--- src/rtl/cmp_pipe_stream_if.sv ---
`default_nettype none
// ============================================================================
// Module      : cmp_pipe_stream_if
// Description : Operand/result stream bundle for the pipelined comparator.
//               The slave modport is the comparator side; the master modport
//               is the producer/consumer side driving operands and out_ready.
// Revision    : 1.0 - initial release
// ============================================================================
interface cmp_pipe_stream_if #(
  parameter int BITS = 32
);
  // Operand side
  logic            in_valid;
  logic            in_ready;
  logic [BITS-1:0] A;
  logic [BITS-1:0] B;
  logic            signed_mode;

  // Result side
  logic            out_valid;
  logic            out_ready;
  logic            lt;
  logic            eq;
  logic            gt;
  logic [BITS-1:0] min_val;
  logic [BITS-1:0] max_val;

  modport master (
    output in_valid, A, B, signed_mode, out_ready,
    input  in_ready, out_valid, lt, eq, gt, min_val, max_val
  );

  modport slave (
    input  in_valid, A, B, signed_mode, out_ready,
    output in_ready, out_valid, lt, eq, gt, min_val, max_val
  );
endinterface
`default_nettype wire

--- src/rtl/cmp_pipe_stream.sv ---
`default_nettype none
// ============================================================================
// Module      : cmp_pipe_stream
// Description : Pipelined magnitude comparator with valid/ready handshake.
//               Resolves CHUNK bits per stage, MSB chunk first, in unsigned
//               or two's-complement mode. Produces lt/eq/gt, min/max and
//               saturating per-outcome counters of accepted results.
// Revision    : 1.0 - initial release
// ============================================================================
module cmp_pipe_stream #(
  parameter int BITS  = 32,
  parameter int CHUNK = 8,
  parameter int CNT_W = 16
) (
  input  wire              clk,
  input  wire              rst_n,
  cmp_pipe_stream_if.slave stream,
  input  wire              cnt_clr,
  output logic [CNT_W-1:0] lt_cnt,
  output logic [CNT_W-1:0] eq_cnt,
  output logic [CNT_W-1:0] gt_cnt
);

  // Pipeline depth equals the number of chunks; not user-overridable.
  localparam int STAGES = BITS / CHUNK;

  localparam logic [CNT_W-1:0] c_CNT_MAX = '1;

  // Refuse to elaborate a geometry that cannot be split into whole chunks.
  if ((BITS < 2) || (CHUNK < 1) || ((BITS % CHUNK) != 0)) begin : g_param_check
    $error("cmp_pipe_stream: BITS must be >= 2 and an exact multiple of CHUNK");
  end

  // --------------------------------------------------------------------------
  // Stage registers: valid, decision flags and the untouched operands, which
  // ride along so the final stage can pick min/max without re-deriving them.
  // --------------------------------------------------------------------------
  logic            r_vld [STAGES];
  logic            r_dec [STAGES];
  logic            r_agt [STAGES];
  logic [BITS-1:0] r_a   [STAGES];
  logic [BITS-1:0] r_b   [STAGES];

  // Per-stage inputs (stage 0 from the port, stage k from stage k-1)
  logic            w_src_vld [STAGES];
  logic            w_src_dec [STAGES];
  logic            w_src_agt [STAGES];
  logic [BITS-1:0] w_src_a   [STAGES];
  logic [BITS-1:0] w_src_b   [STAGES];

  // Per-stage next decision flags
  logic            w_dec_n [STAGES];
  logic            w_agt_n [STAGES];

  // Chunk under inspection (scratch inside the compare loop)
  logic [CHUNK-1:0] w_ca;
  logic [CHUNK-1:0] w_cb;

  logic w_stall;
  logic w_adv;
  logic w_xfer;
  logic w_dec_o;
  logic w_agt_o;
  logic w_gt_raw;
  logic w_lt;
  logic w_eq;
  logic w_gt;

  logic [CNT_W-1:0] r_lt_cnt;
  logic [CNT_W-1:0] r_eq_cnt;
  logic [CNT_W-1:0] r_gt_cnt;

  // The whole pipe freezes only when a result is presented and refused.
  assign w_stall         = r_vld[STAGES-1] & ~stream.out_ready;
  assign w_adv           = ~w_stall;
  assign stream.in_ready = ~w_stall;

  // Route each stage's inputs: port operands into stage 0, previous stage after.
  always_comb begin
    w_src_vld[0] = stream.in_valid;
    w_src_dec[0] = 1'b0;
    w_src_agt[0] = 1'b0;
    w_src_a[0]   = stream.A;
    w_src_b[0]   = stream.B;
    for (int k = 1; k < STAGES; k++) begin
      w_src_vld[k] = r_vld[k-1];
      w_src_dec[k] = r_dec[k-1];
      w_src_agt[k] = r_agt[k-1];
      w_src_a[k]   = r_a[k-1];
      w_src_b[k]   = r_b[k-1];
    end
  end

  // Chunk compare per stage; flipping both MSBs in stage 0 maps two's-complement
  // order onto unsigned order, so every later stage is a plain unsigned compare.
  always_comb begin
    w_ca = '0;
    w_cb = '0;
    for (int k = 0; k < STAGES; k++) begin
      w_ca = w_src_a[k][BITS-1-k*CHUNK -: CHUNK];
      w_cb = w_src_b[k][BITS-1-k*CHUNK -: CHUNK];
      if (k == 0) begin
        w_ca[CHUNK-1] = w_ca[CHUNK-1] ^ stream.signed_mode;
        w_cb[CHUNK-1] = w_cb[CHUNK-1] ^ stream.signed_mode;
      end
      if (w_src_dec[k]) begin
        // A more significant chunk already settled the outcome.
        w_dec_n[k] = 1'b1;
        w_agt_n[k] = w_src_agt[k];
      end else if (w_ca != w_cb) begin
        w_dec_n[k] = 1'b1;
        w_agt_n[k] = (w_ca > w_cb);
      end else begin
        w_dec_n[k] = 1'b0;
        w_agt_n[k] = 1'b0;
      end
    end
  end

  // Advance all stages together unless the output is stalled; reset discards
  // everything in flight so no partial result can ever surface.
  always_ff @(posedge clk or negedge rst_n) begin
    if (!rst_n) begin
      for (int k = 0; k < STAGES; k++) begin
        r_vld[k] <= 1'b0;
        r_dec[k] <= 1'b0;
        r_agt[k] <= 1'b0;
        r_a[k]   <= '0;
        r_b[k]   <= '0;
      end
    end else if (w_adv) begin
      for (int k = 0; k < STAGES; k++) begin
        r_vld[k] <= w_src_vld[k];
        r_dec[k] <= w_dec_n[k];
        r_agt[k] <= w_agt_n[k];
        r_a[k]   <= w_src_a[k];
        r_b[k]   <= w_src_b[k];
      end
    end
  end

  // --------------------------------------------------------------------------
  // Result decode from the last stage. Flags are qualified by valid so they
  // read 0 on bubbles; an undecided pair is equal.
  // --------------------------------------------------------------------------
  assign w_dec_o  = r_dec[STAGES-1];
  assign w_agt_o  = r_agt[STAGES-1];
  assign w_gt_raw = w_dec_o & w_agt_o;

  assign w_lt = r_vld[STAGES-1] & w_dec_o & ~w_agt_o;
  assign w_eq = r_vld[STAGES-1] & ~w_dec_o;
  assign w_gt = r_vld[STAGES-1] & w_gt_raw;

  assign stream.out_valid = r_vld[STAGES-1];
  assign stream.lt        = w_lt;
  assign stream.eq        = w_eq;
  assign stream.gt        = w_gt;
  // On equality min takes A and max takes B.
  assign stream.min_val   = w_gt_raw ? r_b[STAGES-1] : r_a[STAGES-1];
  assign stream.max_val   = w_gt_raw ? r_a[STAGES-1] : r_b[STAGES-1];

  // A result is consumed only on an output handshake.
  assign w_xfer = r_vld[STAGES-1] & stream.out_ready;

  // Saturating outcome counters; clear wins over a same-cycle increment.
  always_ff @(posedge clk or negedge rst_n) begin
    if (!rst_n) begin
      r_lt_cnt <= '0;
      r_eq_cnt <= '0;
      r_gt_cnt <= '0;
    end else if (cnt_clr) begin
      r_lt_cnt <= '0;
      r_eq_cnt <= '0;
      r_gt_cnt <= '0;
    end else if (w_xfer) begin
      if (w_lt && (r_lt_cnt != c_CNT_MAX)) r_lt_cnt <= r_lt_cnt + 1'b1;
      if (w_eq && (r_eq_cnt != c_CNT_MAX)) r_eq_cnt <= r_eq_cnt + 1'b1;
      if (w_gt && (r_gt_cnt != c_CNT_MAX)) r_gt_cnt <= r_gt_cnt + 1'b1;
    end
  end

  assign lt_cnt = r_lt_cnt;
  assign eq_cnt = r_eq_cnt;
  assign gt_cnt = r_gt_cnt;

endmodule
`default_nettype wire

--- src/flat_wrapper.sv ---
// flat-port wrapper written by rule: the top's interface ports become plain ports
module cmp_pipe_stream_flat 
#(
  parameter int BITS  = 32,
  parameter int CHUNK = 8,
  parameter int CNT_W = 16
)
  (clk, rst_n, cnt_clr, lt_cnt, eq_cnt, gt_cnt, stream_in_valid, stream_A, stream_B, stream_signed_mode, stream_out_ready, stream_in_ready, stream_out_valid, stream_lt, stream_eq, stream_gt, stream_min_val, stream_max_val);
  cmp_pipe_stream_if #(.BITS(BITS)) stream_i ();
  input  wire clk;
  input  wire rst_n;
  input  wire cnt_clr;
  output logic [CNT_W-1:0] lt_cnt;
  output logic [CNT_W-1:0] eq_cnt;
  output logic [CNT_W-1:0] gt_cnt;
  input wire logic [$bits(stream_i.in_valid)-1:0] stream_in_valid;
  input wire logic [$bits(stream_i.A)-1:0] stream_A;
  input wire logic [$bits(stream_i.B)-1:0] stream_B;
  input wire logic [$bits(stream_i.signed_mode)-1:0] stream_signed_mode;
  input wire logic [$bits(stream_i.out_ready)-1:0] stream_out_ready;
  output wire logic [$bits(stream_i.in_ready)-1:0] stream_in_ready;
  output wire logic [$bits(stream_i.out_valid)-1:0] stream_out_valid;
  output wire logic [$bits(stream_i.lt)-1:0] stream_lt;
  output wire logic [$bits(stream_i.eq)-1:0] stream_eq;
  output wire logic [$bits(stream_i.gt)-1:0] stream_gt;
  output wire logic [$bits(stream_i.min_val)-1:0] stream_min_val;
  output wire logic [$bits(stream_i.max_val)-1:0] stream_max_val;
  assign stream_i.in_valid = stream_in_valid;
  assign stream_i.A = stream_A;
  assign stream_i.B = stream_B;
  assign stream_i.signed_mode = stream_signed_mode;
  assign stream_i.out_ready = stream_out_ready;
  assign stream_in_ready = stream_i.in_ready;
  assign stream_out_valid = stream_i.out_valid;
  assign stream_lt = stream_i.lt;
  assign stream_eq = stream_i.eq;
  assign stream_gt = stream_i.gt;
  assign stream_min_val = stream_i.min_val;
  assign stream_max_val = stream_i.max_val;
  cmp_pipe_stream #(.BITS(BITS), .CHUNK(CHUNK), .CNT_W(CNT_W)) u_core (.clk(clk), .rst_n(rst_n), .stream(stream_i), .cnt_clr(cnt_clr), .lt_cnt(lt_cnt), .eq_cnt(eq_cnt), .gt_cnt(gt_cnt));
endmodule
--- config.mk ---
export PLATFORM = sky130hd
export DESIGN_NAME = cmp_pipe_stream_flat
export DESIGN_NICKNAME = d
export VERILOG_FILES = /design/src/rtl/cmp_pipe_stream_if.sv /design/src/rtl/cmp_pipe_stream.sv /design/src/flat_wrapper.sv
export SDC_FILE = /design/constraint.sdc
export NUM_CORES = 1
export LEC_CHECK = 0
export BUFFER_PORTS_ARGS = -buffer_cell sky130_fd_sc_hd__buf_2
export CORE_ASPECT_RATIO = 2
export CORE_MARGIN = 2
export CORE_UTILIZATION = 50
export DETAILED_ROUTE_END_ITERATION = 12
export PLACE_DENSITY = 0.71
export SLEW_MARGIN = 20
export SYNTH_ARGS = -nofsm -noshare
export SYNTH_HDL_FRONTEND = slang
export SYNTH_SLANG_ARGS = --single-unit
--- constraint.sdc ---
create_clock -name clk -period 2 [get_ports clk]
set_input_delay 0.4 -clock clk [delete_from_list [all_inputs] [get_ports clk]]
set_output_delay 0.4 -clock clk [all_outputs]
set_load 0.005 [all_outputs]
==> results.md, run 1 <==
- The post-route DRC violation count is 0.
- For this configuration, the core starts out at a cell density of 0.506.
- The worst pin sits at a relative slew slack of 0.619.
- In this run the register-to-register setup slack is roughly 0.060 ns.
- The worst setup path is captured at an output port.
- After technology mapping, the gate count stands at 1542.
- In the final design database the tool counted 1832 nets.
- VDD sags by at most 0.000721 V.
- The total power consumption of the routed design is 24.3 mW.
- Summed over all nets, the half-perimeter wirelength after detailed placement is between 20000 and 25000 microns.
- The number of antenna violations at the first check in global routing came to 1.
- The unique cell type count in the Yosys netlist is 50.
- The checks that failed: negative setup slack.
- The routed length per instance is 14.6 microns.
- The worst register-to-register path has a depth of 7.
- In the routed layout, each cell is associated on average with a via count of 5.03.
- Of the synthesized area, sequential elements account for 0.559.
- TritonCTS created 27 clock buffers.
- The wire length of the first global-routing pass is 50600 microns.
- The die span in x is ~120 microns.
- The maximum clock insertion buffer count is 3.
- Row generation in the floorplan step produced just under 90 rows.
- The mapped netlist covers 0.0141 sq mm.
- The setup clock skew after layout is 0.0166 ns.
- The aggregate global-route resource usage is 0.206.
- The path class of the tightest hold or removal check is primary input to flip-flop.
- The hold violation count in the final report is 0.
- Each instance of the synthesized netlist takes up on average 9.17 sq um.
- Entering global routing, the biggest net connects ~130 pins.
- The clock sink total is between 300 and 400.
- For this design the static power due to leakage is 8.92 nW.
- The TritonCTS clock tree is done.
- The critical path starts at u_core.w_dec_o.
- The floorplan step defined a die boundary enclosing approximately 0.03 sq mm.
- The largest driver fanout on the critical path is 12.
- The placer congestion estimate is 0.891.
- For this block, the routed nets add up to 30600 microns of wire.
- Power spread over the standard cell area amounts to 1410 mW/mm^2.
- The startpoint identified for the worst register-to-register timing path is u_core.w_dec_o.
- Setup repair after global routing could not meet its margin everywhere.
- The post-synthesis sequential element count is 316.
- The critical path goes through nand2_8 > clkbuf_16 > mux2_2 > buf_2.
- The library cell with the largest summed area after synthesis is sky130_fd_sc_hd__dfrtp_1.
- The fraction of post-synthesis cell area in the top cell type by area is 0.559.
- The kind of critical path is flip-flop to output port.
- In the final layout, the share of cells above drive strength 1 is 0.214.
- By area the synthesized netlist is led by sky130_fd_sc_hd__dfrtp_1 (56%), sky130_fd_sc_hd__nand2_1 (18%), sky130_fd_sc_hd__mux2_2 (5.1%).
- The first routing iteration left 622 violations.
- For this run, the number of Yosys warnings is 0.
- The detail route stage leaves a number of antenna-violating nets equal to 0.
- The number of global-route vias before repair is roughly 10000.
- The endpoint of the most critical register-to-register path is u_core.eq_cnt[10].
- The final critical-path share of the clock period is 1.12.
- The number of failing setup endpoints in the final timing report is 66.
- The clock latency of the later-clocked register in the worst-skew pair is roughly 0.54 ns.
- The endpoint arrival time on the critical path is 1.83 ns.
- Input and output buffers added on the ports amount to ~190.
- The via count of the routed design is around 11000.
- In this run the number of H-tree levels came out at 1.
- After clock tree synthesis, the clock-pin slew on the worst setup and hold paths is 0.07 ns.
- STA classifies the critical path startpoint as a flip-flop.
- In this run the most critical hold path is launched from stream_A[0].
- The first detailed-routing pass took 8 iterations.
- The required time of the worst setup path is between 1.5 and 2 ns.
- The die outline height is 242 microns.
- The layout-stage area growth over the synthesis result is 21.7%.
- When the netlist entered floorplanning its net count stood at 1647.
- For the pin with the worst max-slew slack, the measured transition is 0.571 ns.
- The placeable core region is 0.0280 sq mm.
- The total overflow left after global routing is 0.
- The cell with the biggest individual delay on the critical path is sky130_fd_sc_hd__dfrtp_2.
- OpenSTA, run right after detailed placement, puts the worst setup slack at 0.106 ns.
- The critical path ends at stream_min_val[0].
- The count of final max-slew check failures is 0.
- The flow ran to the end, but the final reports show violations.
- The stage delay of the slowest cell on the critical path is 0.45 ns.
- Across the run, the number of max-cap violations was 0.
- Across all setup checks in the final design, the least slack found is -0.232 ns.
- The root buffer selected by CTS is sky130_fd_sc_hd__clkbuf_16.
- Subtracting the final worst setup slack from the clock period gives 2.23 ns.
- The fmax is 0.448 GHz.
- The boundary pin count is between 150 and 200.
-- worst min path at each step --
| stage | endpoint | slack (ns) | depth (start not counted) |
|---|---|---|---|
| after global placement | u_core.eq_cnt[6] | 0.36 | 1 |
| final | u_core.r_a[96] | 0.05 | 3 |
| after detailed placement | u_core.eq_cnt[6] | 0.36 | 1 |
| after floorplan | u_core.eq_cnt[0] | 0.10 | 0 |
| after global routing | u_core.r_a[96] | 0.04 | 3 |
| after CTS | u_core.r_a[99] | 0.03 | 3 |
-- state kept, by name, summed over array words and instances, names as in the netlist --
| signal | flops |
|---|---|
| u_core.r_agt | 3 |
| u_core.stream.out_valid | 1 |
| u_core.r_b | 128 |
| u_core.w_agt_o | 1 |
| u_core.w_dec_o | 1 |
| u_core.lt_cnt | 16 |
| u_core.r_a | 128 |
| u_core.gt_cnt | 16 |
| u_core.r_vld | 3 |
| u_core.r_dec | 3 |
| u_core.eq_cnt | 16 |
-- cells in the final DEF, fill, tap and decap left out, drive strengths merged, types with 2 or more instances in the layout --
cell type and instances:
nand2 688, bufinv 5, o211ai 4, nor4 10, and3b 2, o31ai 4
a21oi 33, nand4 23, ha 35, nor2b 7, nor3 17, o21ai 64
nand3 19, clkbuf 38, and3 4, mux2 64, dfrtp 316, nor3b 2
nand2b 2, clkinv 4, xor2 4, a211oi 8, and4 6, inv 36
or3 5, xnor2 35, nor2 71, buf 227, mux2i 2
-- worst max-delay path, delay by kind of cell (launching register included) --
kind / cells / cell delay (ns)
DFF: 1 / 0.45
buffers and inverters: 2 / 0.33
and+or+nand+nor: 1 / 0.14
muxes: 1 / 0.35
-- power breakdown --
group / total [mW] / leakage, nW / switching [mW] / internal [mW]
combinational: 8.58 / 4.51 / 4.21 / 4.37
sequential: 10.1 / 3.94 / 1.49 / 8.65
clock: 5.62 / 0.472 / 2.25 / 3.36
total: 24.3 / 8.92 / 7.96 / 16.4
-- cells by family after synthesis --
logic type / count (synthesis) / synth area share
AO/OA/AOI/OAI: 117 / 0.0453
XOR/XNOR: 39 / 0.0242
buffers and inverters: 110 / 0.0326
adder cells (fa/ha/maj): 35 / 0.0310
AND/OR/NAND/NOR: 859 / 0.255
multiplexers: 66 / 0.0524
flip-flops: 316 / 0.559
-- Yosys cell counts, drive strengths merged --
library cell,number
mux2,64
and4,6
buf,39
nor3,17
o21bai,1
nand2,688
nor2b,7
and4bb,1
nor4,10
a2111oi,1
and3,4
o31ai,4
a211oi,8
xnor2,35
nand4,23
ha,35
clkbuf,35
inv,36
xor2,4
a31oi,1
nand3,19
a21boi,1
and4b,1
a21oi,33
nor3b,2
nand2b,2
mux2i,2
o211ai,4
and3b,2
o21ai,64
nor2,71
nor4b,1
dfrtp,316
or3,5
-- stage by stage --
step           TNS [ns]   util  area [sq um]  std cells  hold WS [ns]
2_1_floorplan         0      -         14100       1542         0.104
5_1_grt          -13.97  0.616         17200       2101        0.0359
3_3_place_gp          0  0.558         15600       2043         0.359
3_5_place_dp          0  0.558         15600       2043         0.355
4_1_cts          -12.45  0.600         16800       2096        0.0264
6_report         -10.85  0.616         17200       2101        0.0465
-- layer usage --
metal / vias to the layer above / wire length (microns) / track usage
met4: 0 / 828 / 0.0639
met3: 56 / 1110 / 0.0219
met1: 4940 / 14400 / 0.314
met2: 230 / 14300 / 0.310
li1: 5343 / - / -
met5: - / 0 / 0
-- cell type report --
| cell class | instances | area (sq um) |
|---|---|---|
| Fill cell | 2432 | 10800 |
| Sequential cell | 316 | 7910 |
| Multi-Input combinational cell | 1116 | 6020 |
| Timing Repair Buffer | 230 | 1740 |
| Clock buffer | 36 | 779 |
| Tap cell | 356 | 445 |
| Clock inverter | 10 | 181 |
| Inverter | 36 | 148 |
| Antenna cell | 1 | 2.50 |
-- repair_timing --
item                                    in CTS  in global routing
gates cloned                                 1                  2
hold buffers                                 1                  0
endpoints found under the setup margin      65                 74
buffers inserted                             5                  2
pin swaps                                    0                  3
resized for setup                           33                 70
hold endpoints to repair                    44                  0
Note: power is estimated with default switching activity, not from simulation.
==> inputs of run 2 (changes only) <==
- CORE_ASPECT_RATIO: 2 -> default
- CORE_MARGIN: 2 -> default
==> run 2 against run 1 <==
Against the previous run: the run still ends with negative setup slack left; count of clock-buffer cells in the layout increased by 9; core utilization increased by 2.4 points; via count increased by 5.7%; setup slack improved by 0.032 ns; total power increased by 7.2%; global-route usage rose by 2.0 points; clock skew hardly changed; critical endpoint is now stream_max_val[14].
==> results.md, run 2 (synthesized netlist as in run 1, its figures left out) <==
- The run finished, with violations left.
- The final reports fail on negative setup slack.
- In the final routed layout, each cell accounts on average for roughly 16 microns.
- The clock transition at the register clock pins on the worst setup and hold paths after CTS is ~0.06 ns.
- The number of CTS-inserted buffers is 35.
- Setup repair after global routing could not meet its margin everywhere.
- The number of global-route vias before repair is about 10000.
- Entering global routing, the biggest net connects 69 pins.
- TritonCTS built the clock tree.
- The largest registers in the layout are u_core.r_a (128), u_core.r_b (128).
- The count of final max-slew check failures was 0.
- The routing usage on met3 is 0.0388.
- The site row count is a little over 60.
- Timing would allow up to 0.455 GHz.
- In this run the count of I/O pins placed on the die edge is ~190.
- In the global route stage, overall resource usage came out at 0.226.
- The setup TNS after final layout is -10.37 ns.
- The slack of the critical path is -0.199 ns.
- For the pin with the worst max-slew slack, the measured transition is 0.560 ns.
- In this run the tightest slew margin relative to its limit is 0.625.
- Measured along the y axis, the die boundary spans 170 microns.
- Across all register-to-register paths, the minimum setup slack is 0 ns.
- The setup slack at placement is approximately 0.14 ns.
- The static leakage power is 9.16 nW.
- The most critical setup path has its startpoint at u_core.w_agt_o.
- The library cell used most frequently in the layout, excluding fill and tap cells, is sky130_fd_sc_hd__nand2_1.
- The via density per instance is 5.23.
- For this run, the number of standard cells in the final layout without fillers is 2138.
- 0 antenna diodes ended up in the layout.
- The post-route cell area is 0.0178 sq mm.
- The kind of critical path is flip-flop to output port.
- The number of antenna violations at the first check in global routing is 0.
- In this run the worst setup path terminates at stream_max_val[14].
- Summed over all layers, the routed wires come to 34000 microns.
- The layout-stage area growth over the synthesis result is 25.6%.
- The area of the die is between 0.02 and 0.03 sq mm.
- The port buffer count is about 190.
- The layer flagged by global routing as most heavily used is met2.
- The final critical-path share of the clock period is 1.10.
- At the end of the flow, the number of nets in the layout was approximately 1800.
- The share of post-route cells with drive strength above 1 is 0.224.
- For this configuration, the core starts out at a cell density of 0.509.
- The final core area utilization is 0.640.
- The required time of the worst setup path is 1.60 ns.
- The max-cap violation count is 0.
- The largest voltage drop on the vdd net is 0.000940 V.
- Of all nets on the critical path, the largest fanout is 7.
- In this run the remaining antenna-violating nets after routing total 0.
- The post-placement cell count is roughly 2100.
- The sort of element at the start of the critical path is a flip-flop.
- Summing all placed instances gives a cell area of 0.0156 sq mm.
- The startpoint identified for the worst register-to-register timing path is u_core.w_agt_o.
- The length of the first detailed-routing pass in iterations is 5.
- The global-route track usage on met2 is 0.352.
- For the finished layout, the period the worst path requires is around 2.2 ns.
- The placeable core region is 0.0278 sq mm.
- The post-route DRC violation count is 0.
- On the final layout, the worst hold slack is 0.0765 ns.
- STA classifies the critical path endpoint as an output port.
- The cell count of the worst reg-to-reg path is 7.
- The hold violation count in the final report is 0.
- The placer congestion estimate is 0.822.
- The class of the worst hold path is primary input to flip-flop.
- The root buffer selected by CTS is sky130_fd_sc_hd__clkbuf_16.
- The maximum clock insertion buffer count is 3.
- For this block, the initial DRC count from the detailed router was between 800 and 900.
- The met1 usage in global routing is 0.325.
- Setup violations remaining at the end of the flow were counted as 67.
- The die span in x is around 170 microns.
- The wire length of the first global-routing pass is 52500 microns.
- The clock latency of the later-clocked register in the worst-skew pair is about 0.52 ns.
- In this run the critical register-to-register path is captured at u_core.lt_cnt[14].
- The total power consumption of the routed design is 26.1 mW.
- In this run the number of H-tree levels came out at 2.
- The setup clock skew after layout is 0.0166 ns.
- Power spread over the standard cell area amounts to ~1500 mW/mm^2.
- Counting every sink on the clock net gives 316.
- STA puts the critical path data arrival time at 1.80 ns.
- The via count of the routed design is 11176.
- The total overflow left after global routing is 0.
- Once detailed placement completed, the half-perimeter wirelength came to 21500 microns.
- The library cells used most frequently in the layout, excluding fill and tap cells, are sky130_fd_sc_hd__nand2_1 (686), sky130_fd_sc_hd__dfrtp_1 (313), sky130_fd_sc_hd__buf_2 (126).
## run 2: timing repair
action | in CTS | in global routing
endpoints found under the setup margin | 65 | 83
hold buffers | 1 | 0
pin swaps | 1 | 7
buffers inserted | 6 | 4
endpoints found under the hold margin | 51 | 0
resized for setup | 63 | 97
cloned | 3 | 5
## run 2: layout make-up
type | instances | area [sq um]
Multi-Input combinational cell | 1118 | 6200
Inverter | 36 | 148
Sequential cell | 316 | 7910
Timing Repair Buffer | 230 | 1930
Fill cell | 2246 | 10000
Clock inverter | 15 | 121
Clock buffer | 45 | 985
Tap cell | 378 | 473
## run 2: how the worst min path moves through the flow
stage | start | to | slack [ns] | cells after the start
floorplan | rst_n | u_core.eq_cnt[0] | 0.10 | 0
global placement | rst_n | u_core.r_b[28] | 0.39 | 1
detailed placement | rst_n | u_core.r_b[28] | 0.38 | 1
CTS | stream_in_valid | u_core.r_vld[3] | 0.06 | 3
global route | stream_A[4] | u_core.r_a[100] | 0.08 | 3
finish | stream_in_valid | u_core.r_vld[3] | 0.08 | 3
## run 2: power breakdown
group | internal (mW) | leakage [nW] | total (mW) | switching, mW
logic | 5.02 | 4.67 | 9.63 | 4.61
registers | 8.65 | 3.94 | 10.3 | 1.65
clock network | 3.61 | 0.553 | 6.15 | 2.54
total | 17.3 | 9.16 | 26.1 | 8.80
## run 2: per-layer routing
layer / share of wire / wire [microns] / vias to the layer above
met1: 0.45 / 15400 / 5449
met2: 0.47 / 16000 / 307
met4: 0.023 / 769 / 0
li1: - / - / 5362
met5: 0 / 0 / -
met3: 0.056 / 1900 / 58
## run 2: worst max-delay path, cell delays in order (launching register included)
cell and delay (ns):
sky130_fd_sc_hd__dfrtp_2 0.49, sky130_fd_sc_hd__nand2_8 0.14, sky130_fd_sc_hd__clkbuf_16 0.20, sky130_fd_sc_hd__mux2_4 0.31, sky130_fd_sc_hd__buf_6 0.13
==> inputs of run 3 (changes only) <==
--- a/config.mk
+++ b/config.mk
@@ -10,2 +10,3 @@
 export DETAILED_ROUTE_END_ITERATION = 12
+export GPL_TIMING_DRIVEN = 0
 export PLACE_DENSITY = 0.71
==> constraint.sdc (replaced) <==
create_clock -name clk -period 2 [get_ports clk]
set_input_delay 0.3 -clock clk [delete_from_list [all_inputs] [get_ports clk]]
set_output_delay 0.3 -clock clk [all_outputs]
set_load 0.005 [all_outputs]
==> run 3 against run 2 <==
Against the previous run: the flow finishes with violations (negative hold slack, negative setup slack); total power shrank 2.7%; first-iteration DRC count grew 10%; worst hold slack lost 0.30 ns; via count grew 2.4%; count of clock-buffer cells in the layout shrank 2; maximum frequency grew 3.2%; final cell count grew 3.8%; global-route usage grew 3.5 points; sequential power is essentially flat; critical path depth grew 1; critical path type unchanged; largest power group unchanged.
==> results.md, run 3 (synthesized netlist as in run 1, its figures left out) <==
- The via density per instance is about 5.2.
- The final layout contains 1923 nets.
- The share of total power dissipated in the clock network is 0.255.
- Leaving out fill and tap cells, the most frequent cells in the layout are sky130_fd_sc_hd__nand2_1 (686), sky130_fd_sc_hd__dfrtp_1 (314), sky130_fd_sc_hd__buf_2 (186).
- The start point of the critical path is u_core.w_dec_o.
- Detailed placement finished with a half-perimeter wire length of 25900 microns.
- The end of the critical path is stream_max_val[20].
- The commonest non-fill, non-tap cell in the layout is sky130_fd_sc_hd__nand2_1.
- Hold timing on the final database bottoms out at a slack of -0.225 ns.
- The maximum clock insertion buffer count is 3.
- STA classifies the critical path endpoint as an output port.
- For this configuration, the core starts out at a cell density of 0.509.
- The sequential share of power is 0.400.
- The die span in x is approximately 170 microns.
- STA puts the critical path data arrival time at 1.83 ns.
- The number of failing setup endpoints in the final timing report is 64.
- The number of DRC violations after detailed-routing iteration 0 is 910.
- Entering global routing, the biggest net connects 101 pins.
- The worst register-to-register path begins at u_core.w_agt_o.
- The final critical-path share of the clock period is 1.07.
- The number of fill cells is around 2300.
- The largest registers in the layout are u_core.r_a (128), u_core.r_b (128).
- The share of post-route cells with drive strength above 1 is 0.212.
- The level count of the clock H-tree is 2.
- By startpoint and endpoint, the worst setup path is classified as flip-flop to output port.
- The class of the worst hold path is primary input to asynchronous set/reset pin.
- The tool flagged a number of max-cap violations equal to 0.
- The placeable core region is 0.0278 sq mm.
- The aggregate global-route resource usage is 0.261.
- The fmax is ~0.47 GHz.
- The run finished, with violations left.
- For this design, the sink count on the clock tree is 316.
- Measured along the y axis, the die boundary spans 170 microns.
- The combinational power share is 0.345.
- The checks that failed: negative hold slack, negative setup slack.
- The worst setup path is launched from a flip-flop.
- The first global-routing pass estimated 58800 microns of wire.
- The static leakage power is 9.11 nW.
- Hold repair after CTS inserted 43 buffers.
- The setup clock skew after layout is 0.0205 ns.
- The routed wire length is 36600 microns.
- The pin slew with the least headroom to its limit is 0.820 ns.
- The number of antenna violations at the first check in global routing came to 0.
- The power density of the placed cells is 1430 mW/mm^2.
- The count of final max-slew check failures is 0.
- The post-route minimum period is about 2.1 ns.
- The total overflow left after global routing is 0.
- The routed layout has 11441 vias.
- Dividing the detail-routed wire length by the instance count gives 16.5 microns.
- The first TritonRoute pass finished after 5 iterations.
- Of all nets on the critical path, the largest fanout is 10.
- The die covers 0.0290 sq mm.
- Once detail routing completed, the nets flagged for antenna violations numbered 0.
- Once routing completed, OpenROAD measured the worst setup slack at -0.132 ns.
- The port buffer count is ~190.
- The post-route DRC violation count is 0.
- The worst reg-to-reg setup slack is roughly 0.1 ns.
- In this run the tightest slew margin relative to its limit is 0.439.
- The endpoint of the most critical register-to-register path is u_core.lt_cnt[10].
- The internal portion of the total power is 16.6 mW.
- The site row count is 61.
- The required time of the worst setup path is 1.70 ns.
- The post-placement cell area is around 0.016 sq mm.
- The later pin in the worst-skew pair is clocked with a latency of 0.51 ns.
- The clock transition at the register clock pins on the worst setup and hold paths after CTS is ~0.06 ns.
- The net switching fraction of the power is 0.345.
- The repair_antennas step left the layout with diodes totalling 0.
- The largest voltage drop on the vdd net is 0.000711 V.
- Leaving out filler cells and counting taps, the final layout contains 2220.
- TritonCTS built the clock tree.
- The post-placement cell count is about 2100.
- The hold violation count in the final report is between 80 and 90.
- Routability-driven placement finished with a final weighted congestion of 0.871.
- The number of CTS-inserted buffers is 34.
- The cell count of the worst reg-to-reg path is 7.
- The post-route cell area is around 0.018 sq mm.
- The number of global-route vias before repair is approximately 11000.
- Setup repair after global routing could not meet its margin everywhere.
- The boundary pin count is 187.
- For this design the total switching power over the nets is 8.76 mW.
- The layout-stage area growth over the synthesis result is 25.3%.
- The root buffer selected by CTS is sky130_fd_sc_hd__clkbuf_16.
-- run 3: worst min path at each step --
stage / startpoint / endpoint / slack (ns) / depth (start not counted)
finish: rst_n / u_core.lt_cnt[7] / -0.23 / 1
global route: rst_n / u_core.lt_cnt[7] / -0.17 / 1
CTS: rst_n / u_core.lt_cnt[7] / -0.19 / 1
detailed placement: rst_n / u_core.lt_cnt[7] / 0.34 / 1
global placement: u_core.r_vld[1] / u_core.r_vld[1] / 0.44 / 2
floorplan: rst_n / u_core.eq_cnt[0] / 0.004 / 0
-- run 3: metal layers --
layer | global-route usage | vias to the layer above | wire length, microns
li1 | - | 5532 | -
met1 | 0.341 | 5502 | 15700
met2 | 0.448 | 343 | 17800
met3 | 0.0405 | 64 | 2060
met4 | 0.0803 | 0 | 977
met5 | 0 | - | 0
-- run 3: what timing repair did --
action	CTS	global route
endpoints found under the setup margin	157	159
endpoints found under the hold margin	130	87
gates cloned	2	0
resized for setup	75	22
pin swaps	1	2
setup buffers	5	2
-- run 3: cell type report --
type                    instances  area (sq um)  area share
inverters                      36           140     0.00791
plain buffers                  74           419      0.0237
clock buffers                  43           966      0.0545
flip-flops and latches        316          7910       0.446
clock inverters                17           193      0.0109
well taps                     378           473      0.0267
multi-input cells            1117          5950       0.336
repair buffers                239          1670      0.0941
-- run 3: worst max-delay path: stages, from the launching register on --
cell	delay, ns
sky130_fd_sc_hd__dfrtp_1	0.39
sky130_fd_sc_hd__buf_6	0.15
sky130_fd_sc_hd__nand2_8	0.12
sky130_fd_sc_hd__buf_8	0.16
sky130_fd_sc_hd__mux2_2	0.35
sky130_fd_sc_hd__buf_2	0.14
-- run 3: metrics by stage --
| stage | total power, mW | hold WS, ns | util | setup slack (ns) | TNS, ns |
|---|---|---|---|---|---|
| detailed placement | 17.8 | 0.343 | 0.563 | -0.237 | -4.47 |
| finish | 25.4 | -0.225 | 0.638 | -0.132 | -5.79 |
| global placement | 17.4 | 0.445 | 0.559 | -5.18 | -1630.67 |
| CTS | 25.4 | -0.192 | 0.634 | -0.143 | -6.37 |
| global route | 27.0 | -0.172 | 0.638 | -0.169 | -7.96 |
| floorplan | 14.6 | 0.00441 | - | 0.290 | 0 |
-- run 3: power by group through the flow --
stage	registers [mW]	clock network, mW	logic (mW)
floorplan	9.69	0	4.86
global placement	10.1	0	7.29
detailed placement	10.2	0	7.55
CTS	10.1	6.55	8.69
global route	10.4	6.82	9.76
finish	10.2	6.46	8.76
